===== src/rtl/exe_muldiv_pkg.sv =====
// Shared definitions for the EXE-stage iterative multiply/divide unit.
//   op encodings : OP_MULTU / OP_MULT / OP_DIVU / OP_DIV  (op[1]=divide, op[0]=signed)
//   state_t      : IDLE / CALC / FIX
//   ITER         : number of CALC iterations (one result bit per edge)
package muldiv_pkg;

    localparam logic [1:0] OP_MULTU = 2'b00;
    localparam logic [1:0] OP_MULT  = 2'b01;
    localparam logic [1:0] OP_DIVU  = 2'b10;
    localparam logic [1:0] OP_DIV   = 2'b11;

    localparam int ITER = 32;

    typedef enum logic [1:0] {
        IDLE = 2'd0,
        CALC = 2'd1,
        FIX  = 2'd2
    } state_t;

endpackage


===== src/rtl/exe_muldiv_if.sv =====
// Handshake/result bundle between the EXE stage and the mul/div unit.
//   start, op, a, b, flush : issued by the pipeline (master)
//   busy, stall, done      : unit status back to the pipeline
//   hi, lo                 : architectural HI/LO registers
interface exe_muldiv_if #(
    parameter int WIDTH = 32
);
    logic             start;
    logic [1:0]       op;
    logic [WIDTH-1:0] a;
    logic [WIDTH-1:0] b;
    logic             flush;
    logic             busy;
    logic             stall;
    logic             done;
    logic [WIDTH-1:0] hi;
    logic [WIDTH-1:0] lo;

    modport master (
        output start, op, a, b, flush,
        input  busy, stall, done, hi, lo
    );

    modport slave (
        input  start, op, a, b, flush,
        output busy, stall, done, hi, lo
    );
endinterface


===== src/rtl/exe_muldiv_sign.sv =====
// Combinational conditional two's-complement negate.
//   neg : 1 = output -x, 0 = output x
//   x   : W-bit input
//   y   : W-bit result
// Used both for taking operand magnitudes and for result sign correction.
module exe_muldiv_sign #(
    parameter int W = 32
) (
    input  logic         neg,
    input  logic [W-1:0] x,
    output logic [W-1:0] y
);
    assign y = neg ? ((~x) + W'(1)) : x;
endmodule


===== src/rtl/exe_muldiv.sv =====
// Iterative multiply/divide unit with HI/LO registers.
//   clk, clrn : clock (rising edge), asynchronous active-low reset
//   bus       : slave side of exe_muldiv_if (start/op/a/b/flush in,
//               busy/stall/done/hi/lo out)
// Multiply is 32-step shift-add on magnitudes; divide is 32-step restoring.
// Signs are captured at start and applied in FIX.
module exe_muldiv
    import muldiv_pkg::*;
#(
    parameter int WIDTH = 32
) (
    input logic          clk,
    input logic          clrn,
    exe_muldiv_if.slave  bus
);
    localparam int CNT_W = $clog2(ITER) + 1;
    localparam logic [CNT_W-1:0] LAST = CNT_W'(ITER - 1);

    state_t             state;
    logic [CNT_W-1:0]   cnt;
    logic               is_div;
    logic               neg_a;
    logic               neg_b;
    logic               b_zero;
    logic [WIDTH-1:0]   mb;
    logic [WIDTH-1:0]   acc_hi;
    logic [WIDTH-1:0]   acc_lo;
    logic [WIDTH-1:0]   hi_q;
    logic [WIDTH-1:0]   lo_q;
    logic               done_q;

    logic [WIDTH-1:0]   abs_a;
    logic [WIDTH-1:0]   abs_b;
    logic [2*WIDTH-1:0] prod_fix;
    logic [WIDTH-1:0]   quo_fix;
    logic [WIDTH-1:0]   rem_fix;

    // Magnitudes are held as unsigned WIDTH-bit values, so |0x80000000|
    // is representable; the extra bit lives in the adder/subtractor below.
    exe_muldiv_sign #(.W(WIDTH)) u_abs_a (
        .neg(bus.op[0] & bus.a[WIDTH-1]), .x(bus.a), .y(abs_a));
    exe_muldiv_sign #(.W(WIDTH)) u_abs_b (
        .neg(bus.op[0] & bus.b[WIDTH-1]), .x(bus.b), .y(abs_b));
    exe_muldiv_sign #(.W(2*WIDTH)) u_fix_prod (
        .neg(neg_a ^ neg_b), .x({acc_hi, acc_lo}), .y(prod_fix));
    exe_muldiv_sign #(.W(WIDTH)) u_fix_quo (
        .neg(neg_a ^ neg_b), .x(acc_lo), .y(quo_fix));
    exe_muldiv_sign #(.W(WIDTH)) u_fix_rem (
        .neg(neg_a), .x(acc_hi), .y(rem_fix));

    logic [WIDTH:0]   mul_sum;
    logic [WIDTH:0]   div_shift;
    logic [WIDTH+1:0] div_diff;

    assign mul_sum   = {1'b0, acc_hi} + (acc_lo[0] ? {1'b0, mb} : '0);
    assign div_shift = {acc_hi, acc_lo[WIDTH-1]};
    assign div_diff  = {1'b0, div_shift} - {2'b00, mb};

    always_ff @(posedge clk or negedge clrn) begin
        if (!clrn) begin
            state  <= IDLE;
            cnt    <= '0;
            is_div <= 1'b0;
            neg_a  <= 1'b0;
            neg_b  <= 1'b0;
            b_zero <= 1'b0;
            mb     <= '0;
            acc_hi <= '0;
            acc_lo <= '0;
            hi_q   <= '0;
            lo_q   <= '0;
            done_q <= 1'b0;
        end else begin
            done_q <= 1'b0;
            if (bus.flush) begin
                state <= IDLE;
            end else begin
                case (state)
                    IDLE: begin
                        if (bus.start) begin
                            is_div <= bus.op[1];
                            neg_a  <= bus.op[0] & bus.a[WIDTH-1];
                            neg_b  <= bus.op[0] & bus.b[WIDTH-1];
                            b_zero <= (bus.b == '0);
                            mb     <= abs_b;
                            acc_hi <= '0;
                            acc_lo <= abs_a;
                            cnt    <= '0;
                            state  <= CALC;
                        end
                    end
                    CALC: begin
                        cnt <= cnt + 1'b1;
                        if (is_div) begin
                            // Remainder never exceeds WIDTH bits, so dropping
                            // the top bit of the difference/shift is safe.
                            if (!div_diff[WIDTH+1]) begin
                                acc_hi <= div_diff[WIDTH-1:0];
                                acc_lo <= {acc_lo[WIDTH-2:0], 1'b1};
                            end else begin
                                acc_hi <= div_shift[WIDTH-1:0];
                                acc_lo <= {acc_lo[WIDTH-2:0], 1'b0};
                            end
                        end else begin
                            acc_hi <= mul_sum[WIDTH:1];
                            acc_lo <= {mul_sum[0], acc_lo[WIDTH-1:1]};
                        end
                        if (cnt == LAST) begin
                            state <= FIX;
                        end
                    end
                    FIX: begin
                        if (is_div) begin
                            // Divide by zero: remainder naturally equals the
                            // original dividend; quotient forced to all ones.
                            hi_q <= rem_fix;
                            lo_q <= b_zero ? '1 : quo_fix;
                        end else begin
                            hi_q <= prod_fix[2*WIDTH-1:WIDTH];
                            lo_q <= prod_fix[WIDTH-1:0];
                        end
                        done_q <= 1'b1;
                        state  <= IDLE;
                    end
                    default: state <= IDLE;
                endcase
            end
        end
    end

    assign bus.busy  = (state != IDLE);
    assign bus.stall = (state != IDLE);
    assign bus.done  = done_q;
    assign bus.hi    = hi_q;
    assign bus.lo    = lo_q;
endmodule


===== src/flat_wrapper.sv =====
// flat-port wrapper written by rule: the top's interface ports become plain ports
module exe_muldiv_flat import muldiv_pkg::*;
#(
    parameter int WIDTH = 32
)
  (clk, clrn, bus_start, bus_op, bus_a, bus_b, bus_flush, bus_busy, bus_stall, bus_done, bus_hi, bus_lo);
  exe_muldiv_if #(.WIDTH(WIDTH)) bus_i ();
  input logic clk;
  input logic clrn;
  input wire logic [$bits(bus_i.start)-1:0] bus_start;
  input wire logic [$bits(bus_i.op)-1:0] bus_op;
  input wire logic [$bits(bus_i.a)-1:0] bus_a;
  input wire logic [$bits(bus_i.b)-1:0] bus_b;
  input wire logic [$bits(bus_i.flush)-1:0] bus_flush;
  output wire logic [$bits(bus_i.busy)-1:0] bus_busy;
  output wire logic [$bits(bus_i.stall)-1:0] bus_stall;
  output wire logic [$bits(bus_i.done)-1:0] bus_done;
  output wire logic [$bits(bus_i.hi)-1:0] bus_hi;
  output wire logic [$bits(bus_i.lo)-1:0] bus_lo;
  assign bus_i.start = bus_start;
  assign bus_i.op = bus_op;
  assign bus_i.a = bus_a;
  assign bus_i.b = bus_b;
  assign bus_i.flush = bus_flush;
  assign bus_busy = bus_i.busy;
  assign bus_stall = bus_i.stall;
  assign bus_done = bus_i.done;
  assign bus_hi = bus_i.hi;
  assign bus_lo = bus_i.lo;
  exe_muldiv #(.WIDTH(WIDTH)) u_core (.clk(clk), .clrn(clrn), .bus(bus_i));
endmodule

===== config.mk =====
export PLATFORM = sky130hd
export DESIGN_NAME = exe_muldiv_flat
export DESIGN_NICKNAME = d
export VERILOG_FILES = /design/src/rtl/exe_muldiv_pkg.sv /design/src/rtl/exe_muldiv_if.sv /design/src/rtl/exe_muldiv_sign.sv /design/src/rtl/exe_muldiv.sv /design/src/flat_wrapper.sv
export SDC_FILE = /design/constraint.sdc
export NUM_CORES = 1
export LEC_CHECK = 0
export CAP_MARGIN = 30
export CELL_PAD_IN_SITES_DETAIL_PLACEMENT = 1
export CELL_PAD_IN_SITES_GLOBAL_PLACEMENT = 1
export CORE_MARGIN = 2
export CORE_UTILIZATION = 40
export CTS_CLUSTER_DIAMETER = 80
export DETAILED_ROUTE_END_ITERATION = 8
export MAX_ROUTING_LAYER = met4
export PLACE_DENSITY_LB_ADDON = 0.1
export SYNTH_ARGS = -nofsm -noshare
export SYNTH_HDL_FRONTEND = slang
export SYNTH_SLANG_ARGS = --single-unit

===== constraint.sdc =====
create_clock -name clk -period 3.46 [get_ports clk]
set_input_delay 0.346 -clock clk [delete_from_list [all_inputs] [get_ports clk]]
set_output_delay 0.346 -clock clk [all_outputs]
set_load 0.05 [all_outputs]

After elaboration in Yosys (flattened, before gate mapping)
Cells that the tools add are included. Widths: inputs -> output; s select.

Add/sub/neg operators: 8. Bitwise logic cells: 9. Mux-type cells: 25. Equal/unequal tests: 6. Reductions and logical operators: 8.

Operators with widths (number): $mux 32 (13); $add 32x1->32 const B (4); $not 32->32 (4); $pmux 32 s2 (2); $add 64x1->64 const B (1); $mux 64 (1); $not 64->64 (1); $sub 33x32->34 (1); $add 32x33->33 (1); $logic_not 32->1 (1); $pmux 6 s2 (1); $add 6x1->6 const B (1); $eq 6x5->1 const B (1); $mux 2 (3); $mux 6 (1); $reduce_and 3->1 (2); $pmux 2 s2 (1); $reduce_and 2->1 (2); $reduce_bool 2->1 (2); $mux 1 (3); $ne 3x2->1 const B (1); $ne 3x3->1 const B (1); $and 1x1->1 (2); $eq 2x1->1 const B (1); 5 further kinds (5).

Input port bits: 70. Output and inout port bits: 67. Flip-flop bits (word level): 173. Logic and storage cells: 68.

Logic depth before layout (Yosys ltp)
Depth after elaboration: 5. Mapped depth: 14. Mapped depth without buffers: 13.

Hierarchy
A second synthesis with hierarchy kept.

Cell total of the unflattened synthesis: 1946. Area total of the unflattened synthesis: 16395.7 µm².

Modules (own cells, without submodules): exe_muldiv (area an instance 11638.7 µm², cells an instance 1344, times used 1, seq. area each 4329.2 µm²); exe_muldiv_sign (u_core.u_abs_a ...) (area an instance 777.0 µm², cells an instance 99, times used 4, seq. area each 0.0 µm²); exe_muldiv_sign (u_core.u_fix_prod) (area an instance 1649.1 µm², cells an instance 206, times used 1, seq. area each 0.0 µm²).

Worst setup path after synthesis
Ideal clock, no wire load.

Kind: reg2reg. Start point: register u_core.acc_lo[0]. End point: register u_core.acc_hi[29]. Stages on the path, launching flop included: 15. Buffers on the path: 2. Clock period less this slack: 3.307 ns. Arrival time: 3.186 ns. Path slack: 0.153 ns. Path through: dfrtp_1 -> clkinv_1 -> clkbuf_1 -> nor2_1 -> ha_1 -> clkbuf_1 -> and3_1 -> nand4_1 -> a2111oi_0 -> a21oi_1 -> a311oi_2 -> a21oi_1 -> a41oi_1 -> mux2i_1 -> a32o_1.

Cells in the longest elaborated chain, start to end: 4.

RTL lines: start, declared (RTL line exe_muldiv.sv:27) `logic [WIDTH-1:0] acc_lo;`; start signal, assigned (RTL line exe_muldiv.sv:87) `acc_lo <= abs_a;`; start signal, assigned (RTL line exe_muldiv.sv:99) `acc_lo <= {acc_lo[WIDTH-2:0], 1'b1};`; start signal, assigned (RTL line exe_muldiv.sv:102) `acc_lo <= {acc_lo[WIDTH-2:0], 1'b0};`; $mux 32 (RTL line exe_muldiv.sv:55) `assign mul_sum = {1'b0, acc_hi} + (acc_lo[0] ? {1'b0, mb} : '0);`; $add 32x33->33 (RTL line exe_muldiv.sv:55); $mux 32 (RTL line exe_muldiv.sv:94) `if (is_div) begin`; $pmux 32 s2 (RTL line exe_muldiv.sv:78) `case (state)`; end signal, assigned (RTL line exe_muldiv.sv:98) `acc_hi <= div_diff[WIDTH-1:0];`; end signal, assigned (RTL line exe_muldiv.sv:101) `acc_hi <= div_shift[WIDTH-1:0];`; end signal, assigned (RTL line exe_muldiv.sv:105) `acc_hi <= mul_sum[WIDTH:1];`; end, declared (RTL line exe_muldiv.sv:26) `logic [WIDTH-1:0] acc_hi;`.

No other way between the ends. A chain may end at the register's enable or synchronous reset.

Final worst setup path
Start point: register u_core.acc_lo[0]. End point: register u_core.acc_hi[25].

Same word-level chain as after synthesis.

==> metrics.cfg <==
[run_status]
outcome=complete, no violations

[synth]
yosys_warnings=0
synth_top_family_by_area=compound AO/OA/AOI/OAI gates
synthXorXnorAreaFrac=0.106
ys_ff_latch=173
synth-simple-area-share=0.196
ys_seq_area_frac=0.310
synth_cells=1792
synth_fa_ha_area_frac=0.0646
synth_area_leaders=dfrtp_1, o21ai_0, ha_1
synth_compound_area_frac=0.248
syn_area_um2=14000
synth_mux_area_frac=0.0272
synth_nets=1933
postSynth.asyncResetShare=1.00
post-synth-top-area-cell=dfrtp_1
synth-edff-count=0
synth_flop_cell=dfrtp_1
synth_top_area_frac=0.310
ys_types=75
syn_avg_cell_area_um2=7.81

[global_routing]
grt_pass1_wl_um=81000
antenna_found_initial=0
grt_pass1_vias=14241
grtUsageTotal=0.293
overflow=0
grt_max_degree=86

[sta]
rsz0062_at_grt=true
max_freq_mhz=296
period_needed_ns=3.38
setup_ws_ns=0.0790
fin_hold_ws_ns=0.482
post-route-period-util=0.977
hold_viol_final=0
setup_viol=0
slew_headroom=0.305
slew_viol_final=0
finClkSkew_ns=0.0124
tightest_slew_ns=1.04

[floorplan]
rows=68
die_y_um=191
start_util=0.406
io_pins=137
core_area_um2=34500
die_x_um=191
dieArea_um2=36500

[setup_path]
cp-end-kind=flop
crit_fanout=15
crit_slowest_cell=dfrtp_1
rrSetupSlack_ns=0.08
worst_setup_path_start_kind=flop
cp.arrival_ns=3.70
critPathMaxStageDelay_ns=0.45
crit_chain=clkinvlp_4 > buf_12 > nor2_1 > ha_1 > a21o_1 > a31oi_1 > o221ai_2 > a21oi_2 > a311oi_2 > buf_4 > a31o_2 > a21oi_1 > mux2i_1 > o211ai_1
worst-path-stages=14
critical_path.top_delay_family=compound AO/OA/AOI/OAI gates
path_buf_inv=3
worstPathRequired_ns=3.78
worstRegToRegCells=14
crit_type=reg2reg

[cts]
cts.root.buffer_cell=clkbuf_16
clock_latency_ns=0.46
cts_num_sinks=173
cts_tree=yes
htreeDepth=4
max-clock-path-buffers=2
numCtsBuffers=17
clk_pin_slew_ns=0.08

[layout]
fin_area_um2=17200
mostFrequentLayoutCell=nand2_1
final_cell_mix=nand2_1, o21ai_0, nor2_1
area_growth_pct=23.1
antenna_cells=0
n_fill_cell=4240
final_util=0.500
drive_gt1_frac=0.0961
final_nets=2095

[placement]
portBuffers=136
place.gp.congestion=0.930
place_area_um2=16400
dp_hpwl_um=39700
preCtsSetupSlack_ns=0.0249

[worst_hold_path]
holdPathStages=2
min_path_type=reg2reg

[power]
leakagePower_nw=7.54
p_per_area_nw_per_um2=846
irDropWorstVdd_mv=0.455

[drt]
via_per_inst=5.83
wl_per_cell_um=21.4
num_vias=14121
firstDrtPassIters=5
dr.first_iter.drc_count=991
wl_um=51800
drc=0
postRouteAntennaNets=0

[flow_run]
drv_cap=0

sequential cells by signal, summed over array words and instances, names as in the netlist, 2 cells and up:
register       flops
u_core.acc_hi     32
u_core.acc_lo     32
u_core.bus.hi     32
u_core.bus.lo     32
u_core.cnt         6
u_core.mb         32
u_core.state       2
worst paths after layout:
kind,startpoint,endpoint
max in group asynchronous,clrn,u_core.mb[26]
min reg2reg,u_core.mb[29],u_core.mb[29]
min,u_core.mb[29],u_core.mb[29]
max,u_core.acc_lo[0],u_core.acc_hi[25]
max reg2reg,u_core.acc_lo[0],u_core.acc_hi[25]
min in group asynchronous,clrn,u_core.bus.hi[30]
logic make-up (layout without fill, tap and decap cells):
| kind of cell | after synthesis | after routing |
|---|---|---|
| AOI/OAI and AO/OA | 572 | 572 |
| and+or+nand+nor | 595 | 595 |
| xor gates and xnor gates | 170 | 170 |
| muxes | 38 | 38 |
| DFF | 173 | 173 |
| adders and majority gates | 71 | 71 |
| buffers and inverters | 173 | 348 |
worst register-to-register path: cells and delay by family (launching register included):
| kind | cells | cell delay [ns] |
|---|---|---|
| compound gates | 8 | 1.58 |
| buf+inv | 3 | 0.54 |
| flops | 1 | 0.45 |
| fa+ha+maj | 1 | 0.31 |
| mux | 1 | 0.21 |
| simple gates | 1 | 0.14 |
power by group:
part / switching, mW / internal (mW) / leakage, nW
clock network: 0.962 / 1.17 / 0.304
registers: 0.604 / 2.45 / 2.28
logic: 5.69 / 3.70 / 4.95
total: 7.26 / 7.31 / 7.54
per-stage QoR:
| step | power (mW) | TNS (ns) | std cells |
|---|---|---|---|
| floorplan | 8.99 | 0 | 1792 |
| global placement | 11.9 | 0 | 2380 |
| detailed placement | 12.2 | 0 | 2382 |
| CTS | 14.4 | 0 | 2415 |
| global route | 15.7 | -0.171 | 2422 |
| finish | 14.6 | 0 | 2422 |
layout make-up:
class	instances	area, µm²	area share
timing repair buffer	243	2290	0.133
sequential	173	4330	0.252
clock buffer	17	425	0.0247
multi-input combinational	1446	9120	0.530
tap	455	569	0.0331
clock inverter	15	201	0.0117
inverter	73	280	0.0163
metal layers:
| layer | routed length [µm] | vias to the layer above | share of wire | track usage |
|---|---|---|---|---|
| met5 | 0 | - | 0 | - |
| met4 | 1080 | 0 | 0.021 | 0.0835 |
| met3 | 2110 | 60 | 0.041 | 0.0299 |
| met2 | 24700 | 333 | 0.48 | 0.477 |
| met1 | 23800 | 7029 | 0.46 | 0.388 |
| li1 | - | 6699 | - | - |
timing repair:
item                       4_1_cts  5_1_grt
pin swaps                        0        9
gates resized for setup          1       28
setup endpoints to repair        2       13
gates cloned                     0        1
buffers inserted                 0        6
hold buffers                     1        0
hold endpoints to repair         5        0
cell usage after synthesis (11+ instances only):
library cell	instances
nand3_1	17
clkbuf_1	83
a21oi_1	165
a21o_1	28
nand2b_1	19
nor2_1	182
and3_1	16
nand4_1	14
o31ai_1	25
or3_1	14
nor3_1	46
ha_1	69
nand2_1	216
a31oi_1	19
mux2i_1	38
nor4_1	11
o21ai_0	197
o21ai_1	14
nor2b_1	14
xor2_1	81
o211ai_1	17
dfrtp_1	173
inv_1	71
xnor2_1	89
Power figures use the tool's default switching activity.
